<file path="config.mk">
export PLATFORM = sky130hd
export DESIGN_NAME = multicycle_main_decoder
export DESIGN_NICKNAME = d
export VERILOG_FILES = /design/src/rtl/multicycle_main_decoder_pkg.sv /design/src/rtl/multicycle_main_decoder_alu_decoder.sv /design/src/rtl/multicycle_main_decoder.sv
export SDC_FILE = /design/constraint.sdc
export NUM_CORES = 1
export LEC_CHECK = 0
export CAP_MARGIN = 20
export CORE_ASPECT_RATIO = 0.9
export CORE_UTILIZATION = 26
export CTS_CLUSTER_DIAMETER = 100
export DETAILED_ROUTE_END_ITERATION = 8
export GPL_ROUTABILITY_DRIVEN = 1
export PLACE_DENSITY = 0.62
export SLEW_MARGIN = 20
export SYNTH_ARGS = -nofsm -noshare
export SYNTH_HDL_FRONTEND = slang
export SYNTH_SLANG_ARGS = --single-unit
</file>
<file path="constraint.sdc">
create_clock -name i_clk -period 3.45 [get_ports i_clk]
set_clock_uncertainty 0.05 [all_clocks]
set_input_delay 0.8625 -clock i_clk [delete_from_list [all_inputs] [get_ports i_clk]]
set_output_delay 0.8625 -clock i_clk [all_outputs]
set_load 0.05 [all_outputs]
</file>
<file path="src/rtl/multicycle_main_decoder_pkg.sv">
// Shared encodings for the multicycle controller: FSM states, opcodes,
// data-processing commands and datapath mux selects.
package multicycle_main_decoder_pkg;
  localparam int STATE_W = 4;

  typedef enum logic [STATE_W-1:0] {
    S_FETCH    = 4'd0,
    S_DECODE   = 4'd1,
    S_MEMADR   = 4'd2,
    S_MEMRD    = 4'd3,
    S_MEMWB    = 4'd4,
    S_MEMWR    = 4'd5,
    S_EXECUTER = 4'd6,
    S_EXECUTEI = 4'd7,
    S_ALUWB    = 4'd8,
    S_BRANCH   = 4'd9
  } state_t;

  localparam logic [1:0] OP_DP  = 2'b00;
  localparam logic [1:0] OP_MEM = 2'b01;
  localparam logic [1:0] OP_BR  = 2'b10;

  localparam logic [3:0] CMD_ADD = 4'b0100;
  localparam logic [3:0] CMD_SUB = 4'b0010;
  localparam logic [3:0] CMD_AND = 4'b0000;
  localparam logic [3:0] CMD_ORR = 4'b1100;
  localparam logic [3:0] CMD_CMP = 4'b1010;

  localparam logic [1:0] ALU_ADD = 2'b00;
  localparam logic [1:0] ALU_SUB = 2'b01;
  localparam logic [1:0] ALU_AND = 2'b10;
  localparam logic [1:0] ALU_ORR = 2'b11;

  localparam logic [1:0] RES_ALUOUT = 2'b00;
  localparam logic [1:0] RES_DATA   = 2'b01;
  localparam logic [1:0] RES_ALURES = 2'b10;

  localparam logic [1:0] SRCA_RD1    = 2'b00;
  localparam logic [1:0] SRCA_PC     = 2'b01;
  localparam logic [1:0] SRCA_ALUOUT = 2'b10;

  localparam logic [1:0] SRCB_RD2  = 2'b00;
  localparam logic [1:0] SRCB_IMM  = 2'b01;
  localparam logic [1:0] SRCB_FOUR = 2'b10;
endpackage

</file>
<file path="src/rtl/multicycle_main_decoder_alu_decoder.sv">
// Combinational ALU decoder: maps ALUOp and Funct to ALU operation,
// flag-write enables and the CMP/unknown-command write suppression.
module alu_decoder
  import multicycle_main_decoder_pkg::*;
(
  input  logic       i_alu_op,
  input  logic [5:0] i_funct,
  output logic [1:0] o_alu_control,
  output logic [1:0] o_flag_w,
  output logic       o_no_write
);
  logic [3:0] w_cmd;
  logic       w_s;
  assign w_cmd = i_funct[4:1];
  assign w_s   = i_funct[0];

  always_comb begin
    o_alu_control = ALU_ADD;
    o_flag_w      = 2'b00;
    o_no_write    = 1'b0;
    if (i_alu_op) begin
      case (w_cmd)
        CMD_ADD: begin o_alu_control = ALU_ADD; o_flag_w = {w_s, w_s}; end
        CMD_SUB: begin o_alu_control = ALU_SUB; o_flag_w = {w_s, w_s}; end
        CMD_AND: begin o_alu_control = ALU_AND; o_flag_w = {w_s, 1'b0}; end
        CMD_ORR: begin o_alu_control = ALU_ORR; o_flag_w = {w_s, 1'b0}; end
        CMD_CMP: begin
          o_alu_control = ALU_SUB;
          o_flag_w      = {w_s, w_s};
          o_no_write    = 1'b1;
        end
        // Unsupported commands execute as a harmless add with no writeback.
        default: o_no_write = 1'b1;
      endcase
    end
  end
endmodule

</file>
<file path="src/rtl/multicycle_main_decoder.sv">
// Multicycle ARM-subset controller: Moore FSM driving datapath selects and
// raw write requests, plus the ALU decoder for data-processing instructions.
module multicycle_main_decoder
  import multicycle_main_decoder_pkg::*;
(
  input  logic       i_clk,
  input  logic       i_reset,
  input  logic [1:0] i_op,
  input  logic [5:0] i_funct,
  input  logic [3:0] i_rd,
  output logic       o_pcs,
  output logic       o_reg_w,
  output logic       o_mem_w,
  output logic       o_no_write,
  output logic [1:0] o_flag_w,
  output logic       o_ir_write,
  output logic       o_next_pc,
  output logic       o_adr_src,
  output logic [1:0] o_result_src,
  output logic [1:0] o_alu_src_a,
  output logic [1:0] o_alu_src_b,
  output logic [1:0] o_alu_control
);
  state_t r_state, w_next, w_dec_state;
  logic   w_alu_op, w_pcs, w_reg_w, w_mem_w, w_ir_write, w_next_pc;

  always_ff @(posedge i_clk) begin
    if (i_reset) r_state <= S_FETCH;
    else         r_state <= w_next;
  end

  always_comb begin
    w_next = S_FETCH;
    case (r_state)
      S_FETCH:  w_next = S_DECODE;
      S_DECODE: begin
        case (i_op)
          OP_MEM:  w_next = S_MEMADR;
          OP_DP:   w_next = i_funct[5] ? S_EXECUTEI : S_EXECUTER;
          OP_BR:   w_next = S_BRANCH;
          default: w_next = S_FETCH;
        endcase
      end
      S_MEMADR:   w_next = i_funct[0] ? S_MEMRD : S_MEMWR;
      S_MEMRD:    w_next = S_MEMWB;
      S_EXECUTER,
      S_EXECUTEI: w_next = S_ALUWB;
      default:    w_next = S_FETCH;
    endcase
  end

  // During reset the outputs decode as FETCH, with the write strobes masked below.
  assign w_dec_state = i_reset ? S_FETCH : r_state;

  always_comb begin
    w_ir_write   = 1'b0;
    w_next_pc    = 1'b0;
    w_reg_w      = 1'b0;
    w_mem_w      = 1'b0;
    w_pcs        = 1'b0;
    w_alu_op     = 1'b0;
    o_adr_src    = 1'b0;
    o_result_src = RES_ALUOUT;
    o_alu_src_a  = SRCA_RD1;
    o_alu_src_b  = SRCB_RD2;
    case (w_dec_state)
      S_FETCH: begin
        w_ir_write   = 1'b1;
        w_next_pc    = 1'b1;
        o_alu_src_a  = SRCA_PC;
        o_alu_src_b  = SRCB_FOUR;
        o_result_src = RES_ALURES;
      end
      S_DECODE: begin
        o_alu_src_a  = SRCA_PC;
        o_alu_src_b  = SRCB_FOUR;
        o_result_src = RES_ALURES;
      end
      S_MEMADR: o_alu_src_b = SRCB_IMM;
      S_MEMRD:  o_adr_src   = 1'b1;
      S_MEMWB: begin
        o_result_src = RES_DATA;
        w_reg_w      = 1'b1;
        w_pcs        = (i_rd == 4'd15);
      end
      S_MEMWR: begin
        o_adr_src = 1'b1;
        w_mem_w   = 1'b1;
      end
      S_EXECUTER: w_alu_op = 1'b1;
      S_EXECUTEI: begin
        w_alu_op    = 1'b1;
        o_alu_src_b = SRCB_IMM;
      end
      // ALUOp stays high so FlagW/NoWrite remain valid for the writeback.
      S_ALUWB: begin
        w_alu_op = 1'b1;
        w_reg_w  = 1'b1;
        w_pcs    = (i_rd == 4'd15);
      end
      S_BRANCH: begin
        o_alu_src_a  = SRCA_ALUOUT;
        o_alu_src_b  = SRCB_IMM;
        o_result_src = RES_ALURES;
        w_pcs        = 1'b1;
      end
      default: ;
    endcase
  end

  assign o_ir_write = w_ir_write & ~i_reset;
  assign o_next_pc  = w_next_pc  & ~i_reset;
  assign o_reg_w    = w_reg_w    & ~i_reset;
  assign o_mem_w    = w_mem_w    & ~i_reset;
  assign o_pcs      = w_pcs      & ~i_reset;

  alu_decoder u_alu_dec (
    .i_alu_op     (w_alu_op),
    .i_funct      (i_funct),
    .o_alu_control(o_alu_control),
    .o_flag_w     (o_flag_w),
    .o_no_write   (o_no_write)
  );
endmodule
</file>
# == Word level (Yosys, flattened, before mapping) ==
# Cells that the tools add are included.
# totals
ff_bits,4
in_bits,14
output_inout_bits,17
# classes
eq_ne,21
n_mux,20
n_bitwise,5
reduce_logical,15
# op_table
cell,n
== test 4 x 3 -> 1 bit (second input constant),7
== test 4 x 2 -> 1 bit (second input constant),5
== test 4 bit (second input constant),5
case mux 4 bit (5 select lines),1
case mux 2 bit (2 select lines),4
logical NOT 4 bit,3
case mux 4 bit (3 select lines),1
OR reduction 2 bit,6
OR reduction 3 bit,4
== test 4 x 1 -> 1 bit (second input constant),2
2-to-1 mux 1 bit,8
case mux 2 bit (3 select lines),1
bitwise AND 1 bit,4
2-to-1 mux 2 bit,2
2-to-1 mux 4 bit,1
OR reduction 4 bit,1
2-to-1 mux 3 bit,1
== test 2 x 1 -> 1 bit (second input constant),1
== test 2 bit (second input constant),1
logical NOT 2 bit,1
case mux 1 bit (2 select lines),1
inverter 1 bit,1

# == Depth between registers and ports, before layout ==
# depth
ltp_word,5
ltp_mapped,4
depth_no_buf,3

# == Modules after synthesis ==
# Synthesis repeated with hierarchy kept, for this count alone.
# hier_totals
cells_unflattened,62
hier_area_um2,503.0
# modules_own_cells
mod,instances,cells_each,area_per_inst_um2,seq_area_each_um2
multicycle_main_decoder,1,48,401.6,80.1
alu_decoder,1,14,101.3,0.0

# == Least setup slack after synthesis ==
# OpenSTA, ideal clock, no wires.
# synth_timing
kind,input-to-output
startpoint,in i_reset
endpoint,out o_next_pc
arrival_time_ps,2825
required_ps,2538
path_slack_ps,-288
path_stages,4
path_buffers,2
cell_sequence,clkbuf_8 or3_4 nor3_1 buf_4
# synth_between
elab_chain_len,4
elab_cells_between_ends,5
cone_classes,mux: 2; bitwise: 2; reduce/logical: 1
# synth_lines
item,line_no,text
start: declaration,multicycle_main_decoder.sv:7,"input logic i_reset,"
2-to-1 mux 4 bit,multicycle_main_decoder.sv:53,assign w_dec_state = i_reset ? S_FETCH : r_state;
logical NOT 4 bit,n/a,
2-to-1 mux 1 bit,n/a,
bitwise AND 1 bit *,n/a,
end: declaration,multicycle_main_decoder.sv:17,"output logic o_next_pc,"
# Mark *: on every way between the ends. The rest lies on a longest branch, timed or not.

# == Worst setup path after layout ==
# layout_timing
startpoint,in i_reset
endpoint,out o_result_src[0]
# layout_between
elab_chain_len,4
elab_cells_between_ends,7
cone_classes,eq/ne: 3; mux: 2; reduce/logical: 2
# layout_lines
item,line_no,text
2-to-1 mux 4 bit *,multicycle_main_decoder.sv:53,
== test 4 bit (tied with other cells),multicycle_main_decoder.sv:66,case (w_dec_state)
OR reduction 3 bit (no line),n/a,
case mux 2 bit (2 select lines) *,multicycle_main_decoder.sv:66,
end: declaration,multicycle_main_decoder.sv:19,"output logic [1:0] o_result_src,"
# Marks and branches as above.

==> results_dict.tcl <==
set metrics [dict create \
    layoutNonFillerInstCount 118 \
    power.sequential.fraction_pct 27.0 \
    grt_pass1_vias 534 \
    yosys-top-cells-area "dfxtp_1 15%, a21oi_1 6.7%, clkbuf_8 5.3%, nor4b_4 4.6%, buf_4 4.3%" \
    htree_num_levels 1 \
    fin_util_pct 55.9 \
    start_util_pct 29.3 \
    layout.cell_area.non_filler_um2 990 \
    setup-tns-final_ps 0 \
    max_cap_violations 0 \
    num_rows 14 \
    final-hold-violation-count 0 \
    synth_top_family_by_area "simple AND/OR/NAND/NOR gates" \
    critPathBufInv 3 \
    syn-mean-instance-area_um2 7.87 \
    combinationalPowerShare_pct 47.8 \
    critical_path_arrival_ps 2270 \
    worst_pin_slew_ps 608 \
    worst_setup_path_endpoint "o_result_src[0]" \
    r2r-end "r_state[3]$_SDFF_PP0_" \
    global_route_wire_length_before_repair_um 2350 \
    cp.required_ps 2540 \
    reg2reg_setup_slack_ps 2120 \
    drt-initial-drc-count 5 \
    final_period_minus_worst_setup_slack_ps 3180 \
    synth.ff_latch_count 4 \
    synthAdderAreaFrac_pct 0 \
    globalRoute.totalOverflow 0 \
    tritoncts.num_buffers 3 \
    clockBufferDepth 2 \
    via_count 567 \
    cp_num_cells 6 \
    reg_top3 "r_state: 4 flops" \
    core_region_area_um2 1770 \
    synth_compound_area_share_pct 20.2 \
    cts_resized 0 \
    clock_latency_ps 230 \
    place.gp.congestion 0.731 \
    area_growth_syn_to_layout_pct 90.6 \
    postPlaceCellArea_um2 967 \
    critical_path_class "in2out" \
    chipHeight_um 44.4 \
    mostFrequentLayoutCells "17 x buf_12, 13 x clkdlybuf4s50_1, 7 x a21oi_1, 6 x nor2_1" \
    globalRouteTotalUtil_pct 14.2 \
    largest_register_ff_count 4 \
    r2r-start "r_state[0]$_SDFF_PP0_" \
    muxShareOfSynthArea_pct 0 \
    holdBufCountCts 0 \
    route.detailed.drc 0 \
    maximum_net_fanout_on_the_critical_path 6 \
    detailedRoute.firstPassIterationCount 2 \
    timing.fmax_mhz 314 \
    synth_cell_types 32 \
    pin_count_of_the_biggest_net_entering_global_routing 16 \
    ys.warnings.count 0 \
    fp.dieW_um 49.1 \
    total_leakage_power_nw 0.380 \
    finalSetupViolCount 0 \
    cp-end-kind "primary output" \
    antenna_found_initial 0 \
    detail_route.vias_per_cell 4.81 \
    synthesis.instances 66 \
    switching_share_of_power_pct 36.8 \
    run_status "completed" \
    worstPathCellList "clkdlybuf4s50_1, buf_4, nor2_1, nand2_1, nor3_1, buf_12" \
    place.detailed.instances 115 \
    registers.top_by_ff_count "r_state" \
    clock_power_share_pct 25.2 \
    synth_xor_area_share_pct 3.37 \
    clkTransAtPathRegs_ps 40 \
    synth_top_area_share_pct 15.4 \
    maxSlewHeadroom_pct 59.4 \
    postRouteAntennaNets 0 \
    io-pin-count 31 \
    syn_nets 80 \
    antennaDiodeCount 0 \
    rsz0062_at_grt "no" \
    max_slew_violations 0 \
    final_min_period_over_clock_period_pct 92.3 \
    route.detailed.wl_per_inst_um 11.6 \
    synth.largest_area_cell "dfxtp_1" \
    post-dp-hpwl_um 1120 \
    post_route_cells_drive_above_1_share_pct 31.9 \
    tritoncts "built" \
    critPathLaunchType "input port" \
    simple_gate_share_of_the_synthesized_area_pct 44.1 \
    critical_path.max_stage_delay_ps 500 \
    wl_um 1370 \
    switchingPower_uw 84.5 \
    peakVddDrop_v 0.000210 \
    min-delay-path-class "reg2reg" \
    hold_start "r_state[0]$_SDFF_PP0_" \
    post_cts.repair.setup_buffers 0 \
    timing.critical_path.max_delay_family "buffers and inverters" \
    power_density_nw_per_um2 232 \
    final_nets 110 \
    clkSinkCount 4 \
    holdWs_ps 609 \
    mostFrequentLayoutCell "buf_12" \
    crit_start "i_reset" \
    portBuffers 30 \
    cts.root.buffer_cell "clkbuf_4" \
    reg2reg_depth 3 \
    int_power_uw 145 \
    portion_of_the_post_synthesis_area_used_by_sequential_elements_pct 15.4 \
    design.die.area_um2 2180 \
    synthesis.area_um2 519 \
    slowest_stage "clkdlybuf4s50_1" \
]
## cell usage after synthesis
library cell	number
inv_1	4
or3_4	1
xor2_1	1
nor2_1	6
a211oi_1	2
nand2b_1	2
and3_1	1
nor4_4	1
nand2_1	4
dfxtp_1	4
xnor2_1	1
o21ai_2	1
a21oi_1	7
and2b_2	1
o31ai_1	1
and3_2	1
nand3b_1	2
buf_4	3
nor2b_1	2
nor4b_4	1
o2bb2ai_1	1
and3b_1	1
nor3_1	3
a22oi_1	1
clkbuf_8	2
o21ai_0	3
nand3_1	2
nor4b_1	2
buf_6	2
and4_1	1
nor4_2	1
o21bai_1	1
## stage by stage
step	worst slack (ps)	power (mW)
detailed placement	278	0.173
global route	130	0.244
finish	267	0.229
floorplan	138	0.123
CTS	250	0.234
global placement	301	0.172
## how the worst min path moves through the flow
stage	to	slack (ps)	cells past startpoint
5_1_grt	r_state[0]$_SDFF_PP0_	650	1
6_report	r_state[0]$_SDFF_PP0_	610	1
2_1_floorplan	r_state[3]$_SDFF_PP0_	490	2
3_5_place_dp	r_state[3]$_SDFF_PP0_	600	1
3_3_place_gp	r_state[3]$_SDFF_PP0_	580	1
4_1_cts	r_state[3]$_SDFF_PP0_	610	1
## worst reg2reg max path: cells and delay by family (launching register included)
kind / cells / cell delay (ps)
AOI/OAI and AO/OA: 1 / 110
DFF: 1 / 610
and+or+nand+nor: 2 / 470
## power groups by stage
stage          combinational (mW)  sequential [mW]  clock [mW]
6_report                    0.110           0.0620      0.0578
5_1_grt                     0.115           0.0635      0.0653
4_1_cts                     0.111           0.0621      0.0610
3_5_place_dp                0.110           0.0630           0
3_3_place_gp                0.109           0.0626           0
2_1_floorplan              0.0695           0.0538           0
## per-layer routing
layer	up-vias	wire [um]	track usage, %
li1	292	-	-
met1	257	609	16.0
met2	18	711	25.8
met3	0	54	4.12
met4	0	0	5.29
met5	-	0	0
## final cells by class
class	instances	area [um^2]
fillers	150	779
repair buffers	32	485
multi-input cells	51	357
flip-flops and latches	4	80.1
well taps	24	30.0
clock buffers	3	22.5
inverters	4	15.0
## cells by family (layout without fill, tap and decap cells)
group | after synthesis | count (layout)
XOR/XNOR | 2 | 2
buffers and inverters | 11 | 39
AO/OA/AOI/OAI | 17 | 17
AND/OR/NAND/NOR | 32 | 32
flip-flops | 4 | 4
Note: power is estimated with default switching activity, not from simulation.
==> edit: new RTL, same settings <==
Register the outputs `o_pcs`, `o_reg_w`, `o_mem_w`, `o_ir_write` and `o_next_pc`, with the module's reset; this adds one clock of latency there. The other outputs are not delayed to match.
--- a/src/rtl/multicycle_main_decoder.sv
+++ b/src/rtl/multicycle_main_decoder.sv
@@ -108,11 +108,21 @@
     endcase
   end
 
-  assign o_ir_write = w_ir_write & ~i_reset;
-  assign o_next_pc  = w_next_pc  & ~i_reset;
-  assign o_reg_w    = w_reg_w    & ~i_reset;
-  assign o_mem_w    = w_mem_w    & ~i_reset;
-  assign o_pcs      = w_pcs      & ~i_reset;
+  always_ff @(posedge i_clk) begin
+    if (i_reset) begin
+      o_pcs      <= '0;
+      o_reg_w    <= '0;
+      o_mem_w    <= '0;
+      o_ir_write <= '0;
+      o_next_pc  <= '0;
+    end else begin
+      o_pcs      <= w_pcs      & ~i_reset;
+      o_reg_w    <= w_reg_w    & ~i_reset;
+      o_mem_w    <= w_mem_w    & ~i_reset;
+      o_ir_write <= w_ir_write & ~i_reset;
+      o_next_pc  <= w_next_pc  & ~i_reset;
+    end
+  end
 
   alu_decoder u_alu_dec (
     .i_alu_op     (w_alu_op),
Function: changed (Yosys sat finds a counterexample within 4 cycles, from zero or initial values and one cycle with i_reset high).
==> edit against the unedited design <==
  * Total power rose by 18%
  * Via count rose by 0.71%
  * Critical path type unchanged
  * Final area fell by 3.7%
  * Register-to-register slack got worse by 0.15 ns
  * Largest cell class unchanged
  * Synthesized area rose by 5.3%
  * Die area rose by 5.1%
  * Wire length rose by 0.51%
  * Setup slack got worse by 0.051 ns
  * Sequential cell count rose by 4
==> edit: results (changes against the unedited design) <==
Power and ir drop
  – IR drop worst, VDD: 0.258 mV (+23%)
  – Switch Pwr: 0.0891 mW (+5.4%)

Route
  – Detailed Route Iter0 Violations: 1 (-4)
  – Initial DRT Pass Iterations: 3 (+1)

Logic synthesis
  – Async SR Flop Fraction: 0% (unchanged)
  – Synth top area cells: dfxtp_1 (29%), nor2_1 (4.8%), nor3_1 (4.6%)
  – Synth Net Count: 81 (+1.3%)
  – Post-synth cell types: 34 (+6.3%)
  – Top cells by count, synth: dfxtp_1 (8), nor2_1 (7), nor3_1 (5), a21oi_1 (4)
  – Sequential-to-total area share from yosys stat: 29.3% (+14 points)

GRT
  – Largest net degree at the start of global routing: 17 (+1)
  – First-pass GRT wire length: 2200 microns (-6.2%)
  – GR Util All Layers: 12.8% (-1.4 points)

Timing
  – Pin slew with the least headroom to its limit: 0.524 ns (-0.0844 ns)

Placed design
  – Routability Congestion: 0.727 (-0.63%)
  – Hpwl dp: 1080 microns (-3.9%)

Worst setup path
  – Crit-path max FO: 5 (-1)
  – CP endpoint: o_flag_w[0]
  – Critical path launch point: i_funct[4]
  – Crit path DAT: 2.32 ns (+0.05 ns)
  – Reg-to-reg critical path endpoint: o_pcs
  – Reg2reg start: r_state[1]

Status
  – Outcome: complete, no violations

Layout
  – Final #Nets: 113 (+2.7%)
  – FILL cells: 187 (+25%)

Clock tree
  – Clock latency on the worst-skew pair: 0.25 ns (+0.02 ns)
## edit: stage by stage
step	area [sq um]	setup slack, ns	cells
finish	953	0.216	122
global route	953	0.173	122
CTS	953	0.212	122
detailed placement	931	0.211	119
global placement	931	0.265	119
floorplan	547	0.0914	67
## edit: cell type report
type | instances | share of cell area (%)
Timing Repair Buffer | 33 | 41.2
Multi-Input combinational cell | 50 | 35.2
Sequential cell | 8 | 16.8
Inverter | 3 | 1.18
Clock buffer | 3 | 2.36
Tap cell | 25 | 3.28
## edit: kinds of logic (layout without fill, tap and decap cells)
family                 after synthesis  after routing  share of synthesized area [%]
XOR/XNOR                             3              3                           4.81
AND/OR/NAND/NOR                     32             32                           37.5
AO/OA/AOI/OAI                       14             14                           16.9
multiplexers                         1              1                           2.06
buffers and inverters                9             39                           9.38
flip-flops                           8              8                           29.3
## edit: worst min-delay path by stage
stage	end	slack, ns	cells past startpoint
finish	r_state[0]	0.56	1
global route	r_state[3]	0.60	1
CTS	r_state[3]	0.56	1
detailed placement	r_state[3]	0.56	1
global placement	r_state[3]	0.53	1
floorplan	o_mem_w	0.44	2
## edit: worst max-delay path: stages
cell	delay (ns)
clkdlybuf4s50_1	0.49
or3b_1	0.39
a211oi_1	0.39
buf_12	0.19
## edit: routing by layer
| layer | up-vias | routed length [microns] | share of wire, % | track usage, % |
|---|---|---|---|---|
| li1 | 301 | - | - | - |
| met1 | 253 | 640 | 46 | 16.2 |
| met2 | 17 | 652 | 47 | 20.3 |
| met3 | 0 | 89 | 6.4 | 6.33 |
| met4 | 0 | 0 | 0 | 1.67 |
| met5 | - | 0 | 0 | 0 |
## edit: power by group through the flow
stage | logic [mW] | registers, mW | clock network [mW]
after floorplan | 0.0522 | 0.110 | 0
after global placement | 0.0912 | 0.110 | 0
after detailed placement | 0.0920 | 0.111 | 0
after CTS | 0.0923 | 0.109 | 0.0736
after global routing | 0.0976 | 0.110 | 0.0763
final | 0.0917 | 0.109 | 0.0697
